[config.mk]
export PLATFORM = sky130hd
export DESIGN_NAME = fft_frame_indexer
export DESIGN_NICKNAME = d
export VERILOG_FILES = /design/src/rtl/fft_frame_indexer.sv
export SDC_FILE = /design/constraint.sdc
export NUM_CORES = 1
export LEC_CHECK = 0
export BUFFER_PORTS_ARGS = -buffer_cell sky130_fd_sc_hd__buf_4
export CORE_MARGIN = 2
export CORE_UTILIZATION = 30
export CTS_CLUSTER_SIZE = 10
export DETAILED_ROUTE_END_ITERATION = 8
export GPL_TIMING_DRIVEN = 0
export SYNTH_ARGS = -nofsm -noshare
export SYNTH_HDL_FRONTEND = slang
export SYNTH_SLANG_ARGS = --single-unit
[constraint.sdc]
create_clock -name clk -period 3.39 [get_ports clk]
set_input_delay 0.678 -clock clk [delete_from_list [all_inputs] [get_ports clk]]
set_output_delay 0.678 -clock clk [all_outputs]
set_load 0.01 [all_outputs]
[src/rtl/fft_frame_indexer.sv]
// FFT output framer: tags each sample with its bin index, a frame number on tuser and the
// frame's cutoff, regenerates tlast, and flags malformed frames. Output register plus a
// one-entry skid register provide backpressure.
// Optional: define FFT_FRAME_INDEXER_BITREV_EN to present m_index in bit-reversed order.
module fft_frame_indexer #(
  parameter int unsigned DATA_LEN  = 64,
  parameter int unsigned FFT_LEN   = 8192,
  parameter int unsigned TUSER_LEN = 32,
  parameter int unsigned INDEX_LEN = 32
) (
  input  logic                 clk,
  input  logic                 reset,
  input  logic [DATA_LEN-1:0]  s_tdata,
  input  logic                 s_tvalid,
  output logic                 s_tready,
  input  logic                 s_tlast,
  input  logic [INDEX_LEN-1:0] cutoff_in,
  input  logic                 cutoff_wr,
  output logic [DATA_LEN-1:0]  m_tdata,
  output logic                 m_tvalid,
  input  logic                 m_tready,
  output logic                 m_tlast,
  output logic [TUSER_LEN-1:0] m_tuser,
  output logic [INDEX_LEN-1:0] m_index,
  output logic [INDEX_LEN-1:0] m_cutoff,
  output logic                 frame_err,
  output logic [TUSER_LEN-1:0] frame_count
);

  localparam int unsigned CntW = $clog2(FFT_LEN);
  localparam logic [CntW-1:0] LastIdx = CntW'(FFT_LEN - 1);
  localparam logic [INDEX_LEN-1:0] CutoffRst = INDEX_LEN'(FFT_LEN / 2);

  localparam logic [0:0] StIdle  = 1'b0;
  localparam logic [0:0] StFrame = 1'b1;

  typedef struct packed {
    logic [DATA_LEN-1:0]  data;
    logic                 last;
    logic [TUSER_LEN-1:0] user;
    logic [INDEX_LEN-1:0] index;
    logic [INDEX_LEN-1:0] cutoff;
  } beat_t;

  localparam beat_t BeatRst = '{data: '0, last: 1'b0, user: '0, index: '0, cutoff: CutoffRst};

  logic [0:0]           state_q, state_d;
  logic [CntW-1:0]      idx_q, idx_d;
  logic [TUSER_LEN-1:0] frame_q, frame_d;
  logic [INDEX_LEN-1:0] shadow_q, shadow_d;
  logic [INDEX_LEN-1:0] cutoff_q, cutoff_d;
  logic                 err_q, err_d;
  logic [TUSER_LEN-1:0] fcount_q, fcount_d;
  beat_t                out_q, out_d;
  beat_t                skid_q, skid_d;
  logic                 out_valid_q, out_valid_d;
  logic                 skid_valid_q, skid_valid_d;
  logic                 ready_q, ready_d;

  logic                 accept;
  logic                 out_fire;
  logic                 at_last;
  logic                 frame_end;
  logic [INDEX_LEN-1:0] shadow_eff;
  logic [INDEX_LEN-1:0] beat_cutoff;
  logic [INDEX_LEN-1:0] idx_ext;
  beat_t                in_beat;

  assign accept   = s_tvalid & ready_q;
  assign out_fire = out_valid_q & m_tready;

  // Presented bin index: natural counter or its bit-reversal, zero-extended.
  always_comb begin
    idx_ext = '0;
`ifdef FFT_FRAME_INDEXER_BITREV_EN
    for (int i = 0; i < int'(CntW); i++) begin
      idx_ext[i] = idx_q[CntW-1-i];
    end
`else
    idx_ext[CntW-1:0] = idx_q;
`endif
  end

  // Framing: index counter, frame number, cutoff capture and malformed-frame detection.
  always_comb begin
    at_last     = (idx_q == LastIdx);
    // A missing tlast at the last bin forces the frame end.
    frame_end   = s_tlast | at_last;
    // A write coinciding with the index-0 accept must already apply to that frame.
    shadow_eff  = cutoff_wr ? cutoff_in : shadow_q;
    beat_cutoff = (state_q == StIdle) ? shadow_eff : cutoff_q;

    in_beat.data   = s_tdata;
    in_beat.last   = frame_end;
    in_beat.user   = frame_q;
    in_beat.index  = idx_ext;
    in_beat.cutoff = beat_cutoff;

    state_d  = state_q;
    idx_d    = idx_q;
    frame_d  = frame_q;
    cutoff_d = cutoff_q;
    shadow_d = shadow_eff;
    err_d    = 1'b0;
    if (accept) begin
      cutoff_d = beat_cutoff;
      // Short frame (early tlast) or long frame (no tlast at last bin).
      err_d    = s_tlast ^ at_last;
      if (frame_end) begin
        state_d = StIdle;
        idx_d   = '0;
        frame_d = frame_q + TUSER_LEN'(1);
      end else begin
        state_d = StFrame;
        idx_d   = idx_q + CntW'(1);
      end
    end
  end

  // Output register and skid register; ready is registered as "skid empty".
  always_comb begin
    out_d        = out_q;
    skid_d       = skid_q;
    out_valid_d  = out_valid_q;
    skid_valid_d = skid_valid_q;
    if (!out_valid_q || m_tready) begin
      if (skid_valid_q) begin
        out_d        = skid_q;
        out_valid_d  = 1'b1;
        skid_valid_d = 1'b0;
      end else if (accept) begin
        out_d       = in_beat;
        out_valid_d = 1'b1;
      end else begin
        out_valid_d = 1'b0;
      end
    end else if (accept) begin
      skid_d       = in_beat;
      skid_valid_d = 1'b1;
    end
    ready_d  = ~skid_valid_d;
    fcount_d = fcount_q + TUSER_LEN'(out_fire & out_q.last);
  end

  // State registers with synchronous reset; reset drops any partial frame and buffered beats.
  always_ff @(posedge clk) begin
    if (reset) begin
      state_q      <= StIdle;
      idx_q        <= '0;
      frame_q      <= '0;
      shadow_q     <= CutoffRst;
      cutoff_q     <= CutoffRst;
      err_q        <= 1'b0;
      fcount_q     <= '0;
      out_q        <= BeatRst;
      skid_q       <= BeatRst;
      out_valid_q  <= 1'b0;
      skid_valid_q <= 1'b0;
      ready_q      <= 1'b0;
    end else begin
      state_q      <= state_d;
      idx_q        <= idx_d;
      frame_q      <= frame_d;
      shadow_q     <= shadow_d;
      cutoff_q     <= cutoff_d;
      err_q        <= err_d;
      fcount_q     <= fcount_d;
      out_q        <= out_d;
      skid_q       <= skid_d;
      out_valid_q  <= out_valid_d;
      skid_valid_q <= skid_valid_d;
      ready_q      <= ready_d;
    end
  end

  assign s_tready    = ready_q;
  assign m_tvalid    = out_valid_q;
  assign m_tdata     = out_q.data;
  assign m_tlast     = out_q.last;
  assign m_tuser     = out_q.user;
  assign m_index     = out_q.index;
  assign m_cutoff    = out_q.cutoff;
  assign frame_err   = err_q;
  assign frame_count = fcount_q;

endmodule

# Word-level counts from Yosys, hierarchy flattened
# Cells that the tools add are included.
op_classes:
  addsub: 3
  n_mul: 0
  div_mod_pow: 0
  order_cmp: 0
  eq_ne: 1
  shifts: 0
  muxes: 10
  n_bitwise: 8
  n_reduce_logical: 7
ops:
  columns: ["op", "count"]
  rows:
  - ["161-bit 2-to-1 mux", 2]
  - ["32-bit 2-to-1 mux", 2]
  - ["32-bit by 1-bit adder with 32-bit output", 1]
  - ["32-bit by 1-bit adder with 32-bit output (second input constant)", 1]
  - ["13-bit by 1-bit adder with 13-bit output (second input constant)", 1]
  - ["13-bit == test (second input constant)", 1]
  - ["13-bit 2-to-1 mux", 1]
  - ["2-bit AND reduction", 3]
  - ["1-bit 2-to-1 mux", 5]
  - ["1-bit bitwise AND", 3]
  - ["1-bit inverter", 3]
  - ["2-bit nonzero test", 1]
  - ["2-bit OR reduction", 1]
  - ["1-bit zero test", 1]
  - ["1-bit logical OR", 1]
  - ["1-bit bitwise OR", 1]
  - ["1-bit bitwise XOR", 1]
word_totals:
  reg_bits: 449
  latchBits: 0
  mem_bits_rw: 0
  rom_bits: 0
  out_inout_bits: 196
  n_memories: 0

# Depth between registers and ports, before layout
logic_depth:
  ltp_word: 4
  mapped_depth: 12
  mapped_depth_nobuf: 10

# Least setup slack after synthesis
# No wires, ideal clock.
synth_path:
  kind: "flip-flop to flip-flop"
  from: "register idx_q[2]"
  to: "register frame_q[18]"
  setup_time_ns: 0.070
  arrival_ns: 2.518
  slack_ns: 0.801
  path_stages_with_launch: 12
  period_less_slack_ns: 2.589
  cell_sequence: "dfxtp_1 -> clkbuf_1 -> nand4_1 -> nor4_1 -> nand2_1 -> ha_1 -> buf_2 -> and4b_1 -> buf_2 -> nand3_2 -> or4_1 -> a21oi_1"
synth_between:
  elab_chain_len: 3
synth_lines:
  columns: ["item", "line_no", "rtl"]
  rows:
  - ["start: declaration", "48", "logic [CntW-1:0] idx_q, idx_d;"]
  - ["start signal: assignment", "162", "idx_q <= idx_d;"]
  - ["13-bit == test", "86", "at_last = (idx_q == LastIdx);"]
  - ["1-bit bitwise OR", "88", "frame_end = s_tlast | at_last;"]
  - ["2-bit AND reduction (no line)", null, null]
  - ["end signal: assignment", "163", "frame_q <= frame_d;"]
  - ["end: declaration", "49", "logic [TUSER_LEN-1:0] frame_q, frame_d;"]
# No other way between the ends.
# A chain may end at the register's enable or synchronous reset.

# Worst setup path in the final report
# Same ends and word-level chain as after synthesis.

==> results.yml <==
run_status:
  status: "completed"
timing:
  rsz0062_at_grt: "false"
  worst_pin_slew_ns: 1.03
  hold_violations: 0
  setup_ws_ns: 0.260
  fmax_mhz: 320
  fin_setup_tns_ns: 0
  min_period_over_period_pct: 92.3
  finalClockSkew_ns: 0.0371
  min_period_ns: 3.13
  setup_viol_count_final: 0
  drv_slew: 0
  slew-limit-headroom_pct: 31.5
clock_tree:
  clock_path_buffers: 3
  clkLatencyLatePin_ns: 0.60
  cts.repair.resized: 0
  cts_inserted_buffers: 50
  clk_pin_slew_worst_paths_ns: 0.06
  post_cts_buffers: 0
  cts-root-buf: "clkbuf_16"
  cts_max_level: 2
  tritoncts: "done"
  cts_sinks: 430
  cts_hold_buf: 0
critical_path:
  worstPathCellList: "clkbuf_1, nand4_1, nor4_2, nand2_1, ha_1, buf_2, and4b_1, buf_2, nand3_2, or4_1, a21oi_1"
  critPathMostFrequentCell: "buf_2"
  cp_data_arrival_time_ns: 3.63
  cpMaxStageDelayCell: "or4_1"
  worstSetupPathType: "register to register"
  crit_path_max_fanout: 10
  critPathRequiredTime_ns: 3.89
  cpPeakStageDelay_ns: 0.51
  worstSetupEndpointType: "register"
  cp-start-kind: "register"
logic_synthesis:
  syn-cell-area_mm2: 0.0175
  ys_ff_latch: 430
  yosys.cell_count.top_type: "dfxtp_1"
  synthTopCellsByArea: "dfxtp_1 (49%), mux2i_1 (8.1%), nand2_1 (8.0%), a211oi_1 (6.1%), a21oi_1 (5.3%)"
  syn_avg_cell_area_um2: 8.86
  synth_area_leader_cell: "dfxtp_1"
  synthCells: 1970
  ys.flop_type: "dfxtp_1"
  synth_edf_count: 0
  ys_warn_count: 0
  ys_async_sr_fraction_pct: 0
  synth_top_area_share_pct: 49.3
  yosys.cell_types.count: 47
  seq_area_frac_synth_pct: 49.3
  synth_common_cells: "dfxtp_1 (430), nand2_1 (374), nor2_1 (229)"
power_and_ir_drop:
  ir_drop_mv: 0.350
  power.density_mw_per_mm2: 509
  p_leak_nw: 7.90
flow_run:
  cap_viol_max_count: 0
floorplan:
  top_level_ports: 298
  num_rows: 88
  dieArea_mm2: 0.0602
  dieHeight_um: 245
  coreArea_mm2: 0.0576
  die_x_um: 245
  initial_core_util_pct: 30.3
layout:
  drive_gt1_share_pct: 19.5
  layout.nets: 2424
  area_delta_synth_final_pct: 25.7
  stdcell_count: 3094
  n_antenna_cell: 0
drt:
  detail_route.vias_per_cell: 4.81
  drt_iter0_markers: 616
  wl_per_cell_um: 16.9
  drc: 0
  vias: 14883
  wl_um: 52400
  dr.pass1.iters: 5
  antenna_left: 0
placed_design:
  place_inst: 3029
  post-place-ws_ns: -0.534
  gp_congestion: 0.824
  detailed_place_hpwl_um: 38600
  port_buffers: 276
global_route:
  antenna_found_initial: 1
  grt_usage_pct: 16.9
  grt_pass1_wl_um: 80800
  grt_pass1_vias: 14529
  grt_start_max_net_pins: 16
  overflow: 0
hold_path:
  hold_path.class: "input pin to register"
[final timing paths]
kind,slack [ns],start,to,cells after the start
setup / recovery,0.26,idx_q[2]$_SDFFE_PP0P_,frame_q[18]$_SDFFE_PP0P_,11
hold / removal,0.33,s_tdata[42],skid_q[139]$_SDFFE_PP0P_,3
setup reg to reg,0.26,idx_q[2]$_SDFFE_PP0P_,frame_q[18]$_SDFFE_PP0P_,11
hold reg to reg,0.45,cutoff_q[9]$_SDFFE_PP0P_,cutoff_q[9]$_SDFFE_PP0P_,2
[placed cells by master (no fill, tap or decap), drive strengths merged, types with 9 or more instances in the layout]
cell / netlist / layout
a211oi: 141 / 141
a21oi: 185 / 185
and3: 11 / 11
buf: 62 / 338
clkbuf: 104 / 164
conb: 1 / 19
dfxtp: 430 / 430
mux2: 63 / 63
mux2i: 141 / 141
nand2: 376 / 376
nand3: 26 / 26
nand4: 26 / 26
nor2: 229 / 229
nor2b: 36 / 36
nor3: 9 / 9
nor4: 10 / 10
o21ai: 9 / 9
xnor2: 24 / 24
xor2: 37 / 37
[worst max-delay path: cells and delay by family (launching register included)]
family                   cells  cell delay, ns
AO/OA/AOI/OAI                1            0.14
adder cells (fa/ha/maj)      1            0.18
buffers and inverters        3            0.71
flip-flops                   1            0.31
AND/OR/NAND/NOR              6            1.67
[cell families (layout without fill, tap and decap cells)]
group	after synthesis	after routing	synth area share [%]
simple gates	752	752	18.7
flops	430	430	49.3
compound gates	343	343	12.0
mux	204	204	12.1
buf+inv	173	514	4.31
xor+xnor	61	61	3.06
fa+ha+maj	6	6	0.430
other cells	1	19	0.0215
[per-stage QoR]
step	cell area (µm²)	util, %	total power, mW	hold slack [ns]
2_1_floorplan	17500	-	5.98	0.431
3_3_place_gp	20600	35.7	6.49	0.438
3_5_place_dp	20600	35.7	6.51	0.443
4_1_cts	22000	38.1	11.3	0.293
5_1_grt	22000	38.1	11.6	0.307
6_report	22000	38.1	11.2	0.331
[flip-flops by register name, indices dropped and copies added, names as in the netlist, 13 cells and up]
register and cells:
skid_q 142, frame_count 32, shadow_q 32, m_tuser 32
cutoff_q 32, frame_q 32, m_tdata 64, m_index 13
m_cutoff 32, idx_q 13
[metal layers]
layer,routed length [µm],global-route usage [%],vias to the layer above
met5,10,0,-
met4,1110,4.59,2
met3,3940,5.42,76
met2,24300,27.8,359
met1,23000,21.3,7115
li1,-,-,7331
[power breakdown]
group          switching [mW]  internal, mW
registers              0.0937          5.23
clock network            2.10          2.69
logic                   0.603         0.467
total                    2.80          8.39
[cell type report]
type,count,area (µm²)
Buffer,166,726
Clock buffer,60,1300
Clock inverter,5,93.8
Fill cell,5774,35600
Inverter,7,26.3
Multi-Input combinational cell,1385,8180
Sequential cell,430,8610
Tap cell,765,957
Timing Repair Buffer,276,2070
(Power assumes the default switching activity.)
